**config.mk**
```make
export PLATFORM = sky130hd
export DESIGN_NAME = mux_2to1_arbiter
export DESIGN_NICKNAME = d
export VERILOG_FILES = /design/src/rtl/mux_2to1_arbiter.sv
export SDC_FILE = /design/constraint.sdc
export NUM_CORES = 1
export LEC_CHECK = 0
export BUFFER_PORTS_ARGS = -buffer_cell sky130_fd_sc_hd__buf_4
export CORE_AREA = 8 8 64 66
export DETAILED_ROUTE_END_ITERATION = 16
export DIE_AREA = 0 0 72 74
export PLACE_DENSITY = 0.61
export SLEW_MARGIN = 20
export SYNTH_ARGS = -nofsm -noshare
export SYNTH_HDL_FRONTEND = slang
export SYNTH_SLANG_ARGS = --single-unit
```
**constraint.sdc**
```tcl
create_clock -name clk -period 1.7 [get_ports clk]
set_clock_uncertainty 0.15 [all_clocks]
set_input_delay 0.085 -clock clk [delete_from_list [all_inputs] [get_ports clk]]
set_output_delay 0.085 -clock clk [all_outputs]
set_load 0.01 [all_outputs]
```
**src/rtl/mux_2to1_arbiter.sv**
```systemverilog
// Two-requester arbiter with a registered 2:1 output mux.
// A requester may keep the grant for at most MAX_HOLD beats while the other one waits.
module mux_2to1_arbiter #(
    parameter int WIDTH    = 8,
    parameter int MAX_HOLD = 4
) (
    input  logic             clk,
    input  logic             rst,
    input  logic             req_a,
    input  logic [WIDTH-1:0] data_a,
    input  logic             req_b,
    input  logic [WIDTH-1:0] data_b,
    output logic             gnt_a,
    output logic             gnt_b,
    output logic             sel,
    output logic [WIDTH-1:0] out_data,
    output logic             out_valid
);

    localparam logic [2:0] HOLD_LAST = 3'(MAX_HOLD - 1);

    typedef enum logic [1:0] {
        IDLE    = 2'd0,
        GRANT_A = 2'd1,
        GRANT_B = 2'd2
    } state_t;

    state_t           r_state;
    state_t           w_state_next;
    logic [2:0]       r_hold_cnt;
    logic             r_last_sel;
    logic             r_sel;
    logic [WIDTH-1:0] r_out_data;
    logic             r_out_valid;
    logic             w_xfer_a;
    logic             w_xfer_b;
    logic             w_hold_done;

    assign w_xfer_a    = (r_state == GRANT_A) && req_a;
    assign w_xfer_b    = (r_state == GRANT_B) && req_b;
    assign w_hold_done = (r_hold_cnt == HOLD_LAST);

    assign gnt_a     = (r_state == GRANT_A);
    assign gnt_b     = (r_state == GRANT_B);
    assign sel       = r_sel;
    assign out_data  = r_out_data;
    assign out_valid = r_out_valid;

    // On a tie in IDLE the requester that was not served last wins.
    always_comb begin
        w_state_next = r_state;
        case (r_state)
            IDLE: begin
                if (req_a && req_b)
                    w_state_next = r_last_sel ? GRANT_A : GRANT_B;
                else if (req_a)
                    w_state_next = GRANT_A;
                else if (req_b)
                    w_state_next = GRANT_B;
            end
            GRANT_A: begin
                if (!req_a)
                    w_state_next = req_b ? GRANT_B : IDLE;
                else if (w_hold_done && req_b)
                    w_state_next = GRANT_B;
            end
            GRANT_B: begin
                if (!req_b)
                    w_state_next = req_a ? GRANT_A : IDLE;
                else if (w_hold_done && req_a)
                    w_state_next = GRANT_A;
            end
            default: w_state_next = IDLE;
        endcase
    end

    always_ff @(posedge clk or posedge rst) begin
        if (rst) begin
            r_state    <= IDLE;
            r_hold_cnt <= 3'd0;
            r_last_sel <= 1'b1;
        end else begin
            r_state <= w_state_next;
            // Counter saturates so a lone requester keeps streaming.
            if (w_state_next != r_state)
                r_hold_cnt <= 3'd0;
            else if ((w_xfer_a || w_xfer_b) && !w_hold_done)
                r_hold_cnt <= r_hold_cnt + 3'd1;
            if (w_state_next == GRANT_A && r_state != GRANT_A)
                r_last_sel <= 1'b0;
            else if (w_state_next == GRANT_B && r_state != GRANT_B)
                r_last_sel <= 1'b1;
        end
    end

    always_ff @(posedge clk or posedge rst) begin
        if (rst) begin
            r_out_data  <= '0;
            r_sel       <= 1'b0;
            r_out_valid <= 1'b0;
        end else if (w_xfer_a) begin
            r_out_data  <= data_a;
            r_sel       <= 1'b0;
            r_out_valid <= 1'b1;
        end else if (w_xfer_b) begin
            r_out_data  <= data_b;
            r_sel       <= 1'b1;
            r_out_valid <= 1'b1;
        end else begin
            r_out_valid <= 1'b0;
        end
    end

endmodule

```
==> metrics.csv <==
metric,value,unit
cts.clk_slew.worst_paths,90,ps
ir_drop,0.0003289,V
synth_flop_cell,dfrtp_1,
ys_seq_elements,16,
max_freq,0.6046,GHz
syn_area,898.4,um^2
die_y,74,um
final_cell_mix,"38 x buf_4, 19 x dlygate4sd3_1, 15 x dfrtp_1",
crit_arrival,1680,ps
vias_per_cell,4.415,
avgRoutedWirePerCell,12.38,um
drt_iter0_markers,33,
ff2ff_setup_slack,50,ps
core,3179,um^2
drc,0,
diodes,0,
areaGrowthSynthToFinish,61.70,%
crit_path_end_kind,flip-flop,
worst-path-buf-inv,0,
hold_viol_final,0,
mostFrequentLayoutCell,buf_4,
clk_latency,280,ps
p_leak,0.7245,nW
crit_required,1720,ps
row_count,21,
fin_nets,170,
cap_violations,0,
post-route-period-util,97.29,%
ys.warnings.count,0,
grt_antenna_before_repair,0,
htreeDepth,1,
syn_area_per_cell,9.660,um^2
grt_pass1_vias,835,
cp_slowest_cell,dfrtp_1,
grt_usage,9.441,%
initial_core_util,28.26,%
hpwl,1.687,mm
ys_seq_area_share,44.71,%
drtPass1Iterations,4,
ys_types,29,
num_vias,852,
grt-ovfl-total,0,
fin_util,45.69,%
routed_wl,2.389,mm
synth_nets,115,
slowest_delay,430,ps
ant_nets,0,
dp_worst_setup_slack,26.26,ps
dieArea,5328,um^2
p_per_area,1046,nW/um^2
cts_tree,built,
die_w,72,um
setup_viol,0,
slew_violations,0,
maxSlewHeadroom,59.78,%
numCtsBuffers,3,
path_delay_family,compound AO/OA/AOI/OAI gates,
crit_type,reg2reg,
cpMostUsedCell,ha_4,
synth_edf_count,0,
status,"finished, final reports clean",
critical_path.cell_chain,ha_4 > ha_4 > a21bo_4 > and4_1 > a211o_1,
cts.path.max_buffers,2,
cts_root_buf,clkbuf_4,
start_kind,flip-flop,
clkSinkCount,16,
hp-class,in2async,
crit_path_max_fanout,5,
period_needed,1654,ps
grt_pass1_wl,4.050,mm
synth-async-reset-ratio,100.0,%
grt_max_degree,18,
port_buffers,31,
fin_ws,46.11,ps
worstMarginPinSlew,602.6,ps
drive_gt1_share,31.97,%
routabilityCongestion,0.7670,
syn_inst,93,
top_level_ports,32,
-- path summary, 6_finish.rpt --
path                                    start            end  depth (start not counted)
worst min register to register            sel            sel                          2
worst min-delay path                      rst    out_data[5]                          3
worst max-delay path            r_hold_cnt[0]  r_hold_cnt[1]                          5
max in group asynchronous                 rst     r_state[1]                          3
min in group clk                          sel            sel                          2
worst max register to register  r_hold_cnt[0]  r_hold_cnt[1]                          5
-- registers in the layout, summed over array words and instances, names as in the netlist --
signal / cells
out_data: 8
r_hold_cnt: 3
r_state: 2
out_valid: 1
r_last_sel: 1
sel: 1
-- tightest hold or removal path: stages --
cell and delay [ps]:
dlygate4sd3_1 530, buf_4 130, inv_1 440
-- area by class of cell --
type | count | area, um^2
Clock buffer | 4 | 36.28
Timing Repair Buffer | 57 | 475.5
Multi-Input combinational cell | 65 | 462.9
Tap cell | 46 | 57.56
Fill cell | 295 | 1727
Inverter | 5 | 18.77
Sequential cell | 16 | 401.6
-- cells in the mapped netlist, drive strengths merged, types with 2 or more instances --
cell type / count / area share [%]
nor2: 3 / 1.3
mux2i: 8 / 8.9
a2bb2oi: 2 / 2.0
ha: 2 / 2.8
o31ai: 2 / 1.7
inv: 5 / 2.1
nand3b: 2 / 1.7
nand2: 12 / 5.0
buf: 7 / 5.8
nor2b: 3 / 2.1
nand3: 4 / 2.2
nand2b: 3 / 2.1
dfrtp: 15 / 42
o21ai: 9 / 5.0
a211o: 2 / 2.0
a21oi: 3 / 1.7
-- power breakdown --
group | switching (mW) | internal [mW]
sequential | 0.0921 | 0.519
combinational | 0.284 | 0.378
clock | 0.116 | 0.130
-- cell families after synthesis --
kind of cell	after synthesis	share of synthesized area, %
AND/OR/NAND/NOR	31	17.83
flip-flops	16	44.71
multiplexers	8	8.914
AO/OA/AOI/OAI	24	17.83
adder cells (fa/ha/maj)	2	2.785
buffers and inverters	12	7.938
-- through the flow --
stage	hold slack (ps)	instance area [um^2]	std cells	setup TNS (ps)	power [mW]
2_1_floorplan	-152.0	909.6	93	0	0.9334
5_1_grt	332.1	1453	193	-5.487	1.648
4_1_cts	302.5	1405	191	0	1.491
3_3_place_gp	44.48	1179	168	0	1.188
3_5_place_dp	53.21	1179	168	0	1.207
6_report	272.6	1453	193	0	1.519
-- metal layers --
layer | up-vias | routed length (um) | track usage [%]
met5 | - | 0 | 0
li1 | 430 | - | -
met1 | 388 | 1156 | 12.34
met4 | 0 | 27 | 3.401
met3 | 4 | 177 | 3.235
met2 | 30 | 1029 | 14.07
-- timing repair --
item / in CTS / in global routing
endpoints found under the hold margin: 26 / 0
hold buffers: 19 / 0
setup buffers: 0 / 2
resized for setup: 0 / 4
endpoints found under the setup margin: 0 / 2
Note: power is estimated with default switching activity, not from simulation.
